===== src/rtl/alu_pkg.sv =====
// Shared types and helpers for the sequential ALU slice.
package alu_pkg;

  typedef enum logic [2:0] {
    OP_ADD = 3'b000,
    OP_SUB = 3'b001,
    OP_AND = 3'b010,
    OP_OR  = 3'b011,
    OP_XOR = 3'b100,
    OP_SHL = 3'b101,
    OP_SRA = 3'b110,
    OP_MUL = 3'b111
  } opc_t;

  typedef enum logic [1:0] {
    ST_IDLE = 2'd0,
    ST_BUSY = 2'd1,
    ST_DONE = 2'd2
  } alu_state_t;

  // Ceiling log2, usable in constant expressions (shift-amount and counter widths).
  function automatic int clog2_fn(input int n);
    int r;
    r = 0;
    while ((1 << r) < n) r++;
    return r;
  endfunction

endpackage


===== src/rtl/alu_seq_if.sv =====
// Valid/ready operand port and registered result port of alu_seq.
interface alu_seq_if
  import alu_pkg::*;
#(
  parameter int W = 16
);

  logic         in_valid;
  logic         in_ready;
  opc_t         opc;
  logic [W-1:0] A;
  logic [W-1:0] B;
  logic         C;
  logic         out_valid;
  logic         out_ready;
  logic [W-1:0] w;
  logic         zer;
  logic         neg;
  logic         cout;
  logic         ovf;

  // Producer/consumer side: issues operations and takes results.
  modport master (
    output in_valid, opc, A, B, C, out_ready,
    input  in_ready, out_valid, w, zer, neg, cout, ovf
  );

  // ALU side.
  modport slave (
    input  in_valid, opc, A, B, C, out_ready,
    output in_ready, out_valid, w, zer, neg, cout, ovf
  );

endinterface


===== src/rtl/alu_mul_iter.sv =====
// Iterative shift-add multiplier: W iterations, low W bits of unsigned a*b.
module alu_mul_iter
  import alu_pkg::*;
#(
  parameter int W = 16
) (
  input  logic         clk,
  input  logic         rst,
  input  logic         start,
  input  logic [W-1:0] a,
  input  logic [W-1:0] b,
  output logic         done,
  output logic [W-1:0] p
);

  localparam int CW = clog2_fn(W);

  logic         busy;
  logic [W-1:0] mcand;
  logic [W-1:0] mplier;
  logic [W-1:0] prod;
  logic [CW-1:0] count;

  // p is the product after the current iteration; on the last one it is final.
  assign p    = mplier[0] ? prod + mcand : prod;
  assign done = busy && (count == CW'(W - 1));

  // Load operands on start, then one shift-add step per cycle until done.
  always_ff @(posedge clk) begin
    // NOTE: sequential state uses <= so every register samples pre-edge values;
    // blocking = here would let later lines see already-updated state.
    if (rst) begin
      busy   <= 1'b0;
      mcand  <= '0;
      mplier <= '0;
      prod   <= '0;
      count  <= '0;
    end else if (start) begin
      busy   <= 1'b1;
      mcand  <= a;
      mplier <= b;
      prod   <= '0;
      count  <= '0;
    end else if (busy) begin
      prod   <= p;
      mcand  <= mcand << 1;
      mplier <= mplier >> 1;
      count  <= count + 1'b1;
      if (done) busy <= 1'b0;
    end
  end

endmodule


===== src/rtl/alu_seq.sv =====
// Handshaked ALU: single-cycle ops finish in one cycle, MUL iterates W cycles.
module alu_seq
  import alu_pkg::*;
#(
  parameter int W = 16
) (
  input logic      clk,
  input logic      rst,
  alu_seq_if.slave bus
);

  localparam int SHW = clog2_fn(W);

  alu_state_t   state;
  alu_state_t   state_next;
  logic         accept;
  logic         start_mul;
  logic         mul_done;
  logic [W-1:0] mul_p;

  logic [W-1:0] b_eff;
  logic         cin;
  logic [W:0]   sum;
  logic [W-1:0] alu_w;
  logic         alu_cout;
  logic         alu_ovf;

  logic [W-1:0] w_q;
  logic         cout_q;
  logic         ovf_q;

  assign accept    = bus.in_ready & bus.in_valid;
  assign start_mul = accept & (bus.opc == OP_MUL);

  alu_mul_iter #(.W(W)) u_mul (
    .clk   (clk),
    .rst   (rst),
    .start (start_mul),
    .a     (bus.A),
    .b     (bus.B),
    .done  (mul_done),
    .p     (mul_p)
  );

  // Single-cycle datapath; SUB reuses the adder as A + ~B + !C.
  always_comb begin
    // NOTE: every output gets a default first so no path through the case
    // leaves a signal unassigned and infers a latch.
    alu_w    = '0;
    alu_cout = 1'b0;
    alu_ovf  = 1'b0;
    b_eff    = (bus.opc == OP_SUB) ? ~bus.B : bus.B;
    cin      = (bus.opc == OP_SUB) ? ~bus.C : bus.C;
    sum      = {1'b0, bus.A} + {1'b0, b_eff} + {{W{1'b0}}, cin};
    case (bus.opc)
      OP_ADD, OP_SUB: begin
        alu_w    = sum[W-1:0];
        alu_cout = sum[W];
        alu_ovf  = (bus.A[W-1] == b_eff[W-1]) && (sum[W-1] != bus.A[W-1]);
      end
      OP_AND:  alu_w = bus.A & bus.B;
      OP_OR:   alu_w = bus.A | bus.B;
      OP_XOR:  alu_w = bus.A ^ bus.B;
      OP_SHL:  alu_w = bus.A << bus.B[SHW-1:0];
      OP_SRA:  alu_w = $signed(bus.A) >>> bus.B[SHW-1:0];
      default: alu_w = '0;
    endcase
  end

  // State register.
  always_ff @(posedge clk) begin
    if (rst) state <= ST_IDLE;
    else     state <= state_next;
  end

  // Next-state logic; DONE with out_ready accepts a new op in the same cycle.
  always_comb begin
    state_next = state;
    case (state)
      ST_IDLE: begin
        if (bus.in_valid) state_next = (bus.opc == OP_MUL) ? ST_BUSY : ST_DONE;
      end
      ST_BUSY: begin
        if (mul_done) state_next = ST_DONE;
      end
      ST_DONE: begin
        if (bus.out_ready) begin
          if (bus.in_valid) state_next = (bus.opc == OP_MUL) ? ST_BUSY : ST_DONE;
          else              state_next = ST_IDLE;
        end
      end
      default: state_next = ST_IDLE;
    endcase
  end

  // Handshake outputs; in_ready depends only on state and out_ready.
  always_comb begin
    bus.in_ready  = (state == ST_IDLE) | ((state == ST_DONE) & bus.out_ready);
    bus.out_valid = (state == ST_DONE);
  end

  // Result register: loaded on single-cycle accept or on the last MUL step.
  always_ff @(posedge clk) begin
    if (rst) begin
      w_q    <= '0;
      cout_q <= 1'b0;
      ovf_q  <= 1'b0;
    end else if (accept && (bus.opc != OP_MUL)) begin
      w_q    <= alu_w;
      cout_q <= alu_cout;
      ovf_q  <= alu_ovf;
    end else if ((state == ST_BUSY) && mul_done) begin
      w_q    <= mul_p;
      cout_q <= 1'b0;
      ovf_q  <= 1'b0;
    end
  end

  assign bus.w    = w_q;
  assign bus.zer  = (w_q == '0);
  assign bus.neg  = w_q[W-1];
  assign bus.cout = cout_q;
  assign bus.ovf  = ovf_q;

endmodule


===== src/flat_wrapper.sv =====
// flat-port wrapper written by rule: the top's interface ports become plain ports
module alu_seq_flat import alu_pkg::*;
#(
  parameter int W = 16
)
  (clk, rst, bus_in_valid, bus_opc, bus_A, bus_B, bus_C, bus_out_ready, bus_in_ready, bus_out_valid, bus_w, bus_zer, bus_neg, bus_cout, bus_ovf);
  alu_seq_if #(.W(W)) bus_i ();
  input logic clk;
  input logic rst;
  input wire logic [$bits(bus_i.in_valid)-1:0] bus_in_valid;
  input wire logic [$bits(bus_i.opc)-1:0] bus_opc;
  input wire logic [$bits(bus_i.A)-1:0] bus_A;
  input wire logic [$bits(bus_i.B)-1:0] bus_B;
  input wire logic [$bits(bus_i.C)-1:0] bus_C;
  input wire logic [$bits(bus_i.out_ready)-1:0] bus_out_ready;
  output wire logic [$bits(bus_i.in_ready)-1:0] bus_in_ready;
  output wire logic [$bits(bus_i.out_valid)-1:0] bus_out_valid;
  output wire logic [$bits(bus_i.w)-1:0] bus_w;
  output wire logic [$bits(bus_i.zer)-1:0] bus_zer;
  output wire logic [$bits(bus_i.neg)-1:0] bus_neg;
  output wire logic [$bits(bus_i.cout)-1:0] bus_cout;
  output wire logic [$bits(bus_i.ovf)-1:0] bus_ovf;
  assign bus_i.in_valid = bus_in_valid;
  assign bus_i.opc = bus_opc;
  assign bus_i.A = bus_A;
  assign bus_i.B = bus_B;
  assign bus_i.C = bus_C;
  assign bus_i.out_ready = bus_out_ready;
  assign bus_in_ready = bus_i.in_ready;
  assign bus_out_valid = bus_i.out_valid;
  assign bus_w = bus_i.w;
  assign bus_zer = bus_i.zer;
  assign bus_neg = bus_i.neg;
  assign bus_cout = bus_i.cout;
  assign bus_ovf = bus_i.ovf;
  alu_seq #(.W(W)) u_core (.clk(clk), .rst(rst), .bus(bus_i));
endmodule

===== config.mk =====
export PLATFORM = sky130hd
export DESIGN_NAME = alu_seq_flat
export DESIGN_NICKNAME = d
export VERILOG_FILES = /design/src/rtl/alu_pkg.sv /design/src/rtl/alu_seq_if.sv /design/src/rtl/alu_mul_iter.sv /design/src/rtl/alu_seq.sv /design/src/flat_wrapper.sv
export SDC_FILE = /design/constraint.sdc
export NUM_CORES = 1
export LEC_CHECK = 0
export CAP_MARGIN = 20
export CORE_UTILIZATION = 65
export DETAILED_ROUTE_END_ITERATION = 8
export GPL_ROUTABILITY_DRIVEN = 0
export GPL_TIMING_DRIVEN = 1
export PLACE_DENSITY_LB_ADDON = 0.25
export RECOVER_POWER = 100
export REMOVE_ABC_BUFFERS = 1
export SLEW_MARGIN = 20
export SYNTH_ARGS = -nofsm -noshare
export SYNTH_HDL_FRONTEND = slang
export SYNTH_HIERARCHICAL = 1
export SYNTH_SLANG_ARGS = --single-unit
export TNS_END_PERCENT = 10

===== constraint.sdc =====
create_clock -name clk -period 7.1 [get_ports clk]
set_clock_uncertainty 0.1 [all_clocks]
set_input_delay 1.775 -clock clk [delete_from_list [all_inputs] [get_ports clk]]
set_output_delay 1.775 -clock clk [all_outputs]
set_load 0.1 [all_outputs]

==> results.py, run 1 <==
metrics = {
    "critical_path": {
        "crit_buf_inv": 4,
        "start_kind": "input port",
        "crit_path_end_kind": "register",
        "crit_family": "buffers and inverters",
        "cp.required_ns": 7.19,
        "worst-path-stages": 13,
        "arrival_ns": 6.14,
        "reg2regPathDepth": 7,
        "crit_slowest_cell": "clkbuf_1",
        "rrSetupSlack_ns": 3.35,
        "critPathMaxFanout": 35,
        "reg2reg_to": "u_core/u_mul/mplier[3]$_SDFFE_PP0P_",
        "crit_chain": "dlygate4sd3_1 -> buf_4 -> inv_1 -> nor3_1 -> clkbuf_1 -> xnor2_1 -> fa_1 -> a211oi_1 -> nor2_1 -> o2111ai_1 -> a21oi_1 -> o31ai_1 -> a221oi_1",
        "path_class": "input port to register",
        "r2r_start": "u_core/state[0]$_SDFFE_PP0P_",
        "cp_slowest_stage_delay_ns": 0.85,
    },
    "cts": {
        "cts.sinks": 73,
        "post_cts_resized": 0,
        "post_cts_buffers": 0,
        "clock_latency_ns": 0.35,
        "cts.clk_slew.worst_paths_ns": 0.05,
        "cts_hold_buffers": 0,
        "cts-root-buf": "clkbuf_16",
        "ctsLongestPathBuffers": 2,
        "cts_tree": "yes",
        "cts_max_level": 3,
        "cts_buffers": 9,
    },
    "global_route": {
        "grt_usage_pct": 38.98,
        "grt_pass1_wl_um": 35560,
        "grt_pass1_vias": 7003,
        "antenna_found_initial": 0,
        "overflow": 0,
        "grt_max_degree": 67,
    },
    "sta": {
        "tightest_slew_ns": 2.677,
        "fin_ws_ns": 1.049,
        "post-route-period-util_pct": 85.22,
        "fmax_ghz": 0.1653,
        "finalHoldViolCount": 0,
        "rsz0062_at_grt": "false",
        "final_max_slew_viol_count": 67,
        "fin_crit_ns": 6.051,
        "tns_ns": 0,
        "setup_viol": 0,
        "slew_headroom_pct": -78.45,
    },
    "place": {
        "numPortBuffers": 61,
        "dp_slack_ns": 1.501,
        "hpwl_um": 15800,
        "dp.cells": 1105,
        "placed_area_sq_um": 8138,
    },
    "synth": {
        "yosysUniqueCellTypes": 70,
        "ys_seq_elements": 73,
        "synth_area_leader_cell": "dfxtp_1",
        "synth-compound-area-share_pct": 21.63,
        "synthXorXnorAreaFrac_pct": 4.896,
        "post_synth_fa_ha_maj_area_fraction_pct": 11.46,
        "synth_cells": 948,
        "async_flop_share_pct": 0,
        "synth_flop_cell": "dfxtp_1",
        "synth_top_family_by_area": "compound AO/OA/AOI/OAI gates",
        "seq_area_frac_synth_pct": 19.45,
        "muxShareOfSynthArea_pct": 17.50,
        "ys_warn_count": 6,
        "yosys.area.top_type_share_pct": 19.45,
        "netlist_top_cells_area": "dfxtp_1 (19%), ha_1 (11%), nor2_1 (8.0%), mux2i_1 (7.1%), mux4_2 (6.3%)",
        "synth_edf_count": 0,
        "synth_simple_gate_area_share_pct": 19.52,
        "synth.avg_cell_area_sq_um": 7.926,
        "syn_area_sq_um": 7513,
    },
    "cells_and_area": {
        "drive_above_1_share_pct": 8.563,
        "fill_cells": 856,
        "multi_input_area_sq_um": 5643,
        "seq_area_sq_um": 1463,
        "fin_area_sq_um": 8477,
        "layout.cells.non_filler": 1121,
        "antennaDiodeCount": 0,
        "area_growth_pct": 12.82,
        "nets": 1083,
    },
    "detailed_routing": {
        "post_drt_wl_per_cell_um": 20.22,
        "dr.pass1.iters": 6,
        "drc": 0,
        "vias": 7805,
        "routed_wl_um": 22670,
        "antenna_left": 0,
        "drtIter0Drc": 1290,
        "via_per_inst": 6.963,
    },
    "pwr": {
        "power_density_nw_per_um2": 175.3,
        "intPower_uw": 952.0,
        "power_switching_uw": 534.1,
        "swShare_pct": 35.94,
        "clkPwrFrac_pct": 37.0,
        "pwr-share-comb_pct": 33.3,
        "ir_worst_vdd_uv": 155.5,
        "leakage_uw": 0.003571,
        "seqPwrFrac_pct": 29.7,
    },
    "min_path": {
        "holdCritStartpoint": "u_core/bus.ovf$_SDFFE_PP0P_",
        "hold_end": "u_core/bus.ovf$_SDFFE_PP0P_",
        "hold_path_depth": 2,
        "min_path_type": "register to register",
    },
    "die": {
        "boundaryPins": 62,
        "die_y_um": 109.5,
        "chipWidth_um": 109.5,
        "dieArea_sq_um": 11990,
        "row_count": 38,
        "coreArea_sq_um": 11030,
        "start_util_pct": 68.11,
    },
    "run": {
        "maxCapViolations": 1,
    },
    "status": {
        "violations": "max-capacitance violations, max-slew violations",
        "status": "finished with violations",
    },
}
## placed cells by master, fill, tap and decap left out, types with 15 or more instances in the layout
cell and n:
clkdlybuf4s50_1 35, nor4_1 15, nand3_1 20, mux2_2 25, a21oi_1 84, dfxtp_1 72, inv_1 42, nor3_1 16
xnor2_1 30, a211oi_1 16, dlygate4sd3_1 24, nor2_1 160, nand2_1 47, mux2i_1 53, ha_1 64, mux4_2 21
o21ai_0 35
## logic make-up after synthesis
logic type | after synthesis
AOI/OAI and AO/OA | 245
muxes | 101
xor gates and xnor gates | 42
DFF | 73
buffers and inverters | 99
adders and majority gates | 67
and+or+nand+nor | 321
## cell type report
class                           count  area share, %
Inverter                           43          1.904
Clock inverter                      6          1.328
Clock buffer                       10          2.819
Sequential cell                    73          17.25
Timing Repair Buffer               73          8.059
Tap cell                          140          2.066
Multi-Input combinational cell    776          66.57
## flip-flops by register name, summed over array words and instances, names as in the netlist
name,count
u_core/u_mul/prod,16
u_core/u_mul/mcand,16
u_core/bus.w,16
u_core/bus.ovf,1
u_core/u_mul/busy,1
u_core/bus.cout,1
u_core/u_mul/count,4
u_core/u_mul/mplier,16
u_core/state,2
## power by group through the flow
stage / clock (uW) / sequential (uW) / combinational, uW
after detailed placement: 0 / 450 / 480
after CTS: 555 / 441 / 484
final: 550 / 442 / 495
after floorplan: 0 / 523 / 249
after global routing: 572 / 442 / 521
after global placement: 0 / 450 / 474
## synth_stat cells (10+ instances only)
library cell  count
a21oi_1          84
nand3_1          20
ha_1             64
mux4_2           21
xor2_1           12
xnor2_1          30
nand2_1          47
clkbuf_1         33
nand2b_1         10
o21ai_0          34
a21o_1           11
mux2_2           25
buf_2            12
nor4_1           15
nor2_1          161
a211oi_1         16
nor3_1           16
dfxtp_1          73
mux2i_1          53
inv_1            42
a31oi_1          11
## metal layers
| metal | GRT usage, % | vias to the layer above | wire length (um) |
|---|---|---|---|
| met5 | 0 | - | 0 |
| met4 | 21.33 | 0 | 1262 |
| met3 | 10.08 | 116 | 2398 |
| met2 | 61.37 | 523 | 10120 |
| met1 | 48.69 | 3636 | 8891 |
| li1 | - | 3530 | - |
## tightest hold or removal path: stages (launching register included)
cell and delay [ns]:
dfxtp_1 0.30, nand3b_1 0.08, nand2_1 0.05
## per-stage QoR
step           hold WS (ns)  total power [uW]  utilization [%]
6_report             0.3794              1486            76.85
4_1_cts              0.3837              1480            76.96
3_5_place_dp         0.3727             930.0            73.78
3_3_place_gp         0.3651             923.7            73.78
5_1_grt              0.3880              1535            76.85
2_1_floorplan        0.3586             772.4                -
## how the worst max path moves through the flow
stage / startpoint / end
6_report: bus_opc[0] / u_core/bus.cout$_SDFFE_PP0P_
3_3_place_gp: bus_opc[0] / u_core/bus.cout$_SDFFE_PP0P_
3_5_place_dp: bus_opc[0] / u_core/bus.cout$_SDFFE_PP0P_
5_1_grt: bus_opc[0] / u_core/bus.cout$_SDFFE_PP0P_
2_1_floorplan: bus_opc[0] / u_core/bus.cout$_SDFFE_PP0P_
4_1_cts: bus_out_ready / bus_in_ready
(Power assumes the default switching activity.)
==> run 2, diff against run 1 <==
- HOLD_SLACK_MARGIN: not set -> 0.06
==> results of run 2 <==
Same layout as run 1: the final DEF is identical, and so are final timing and power.
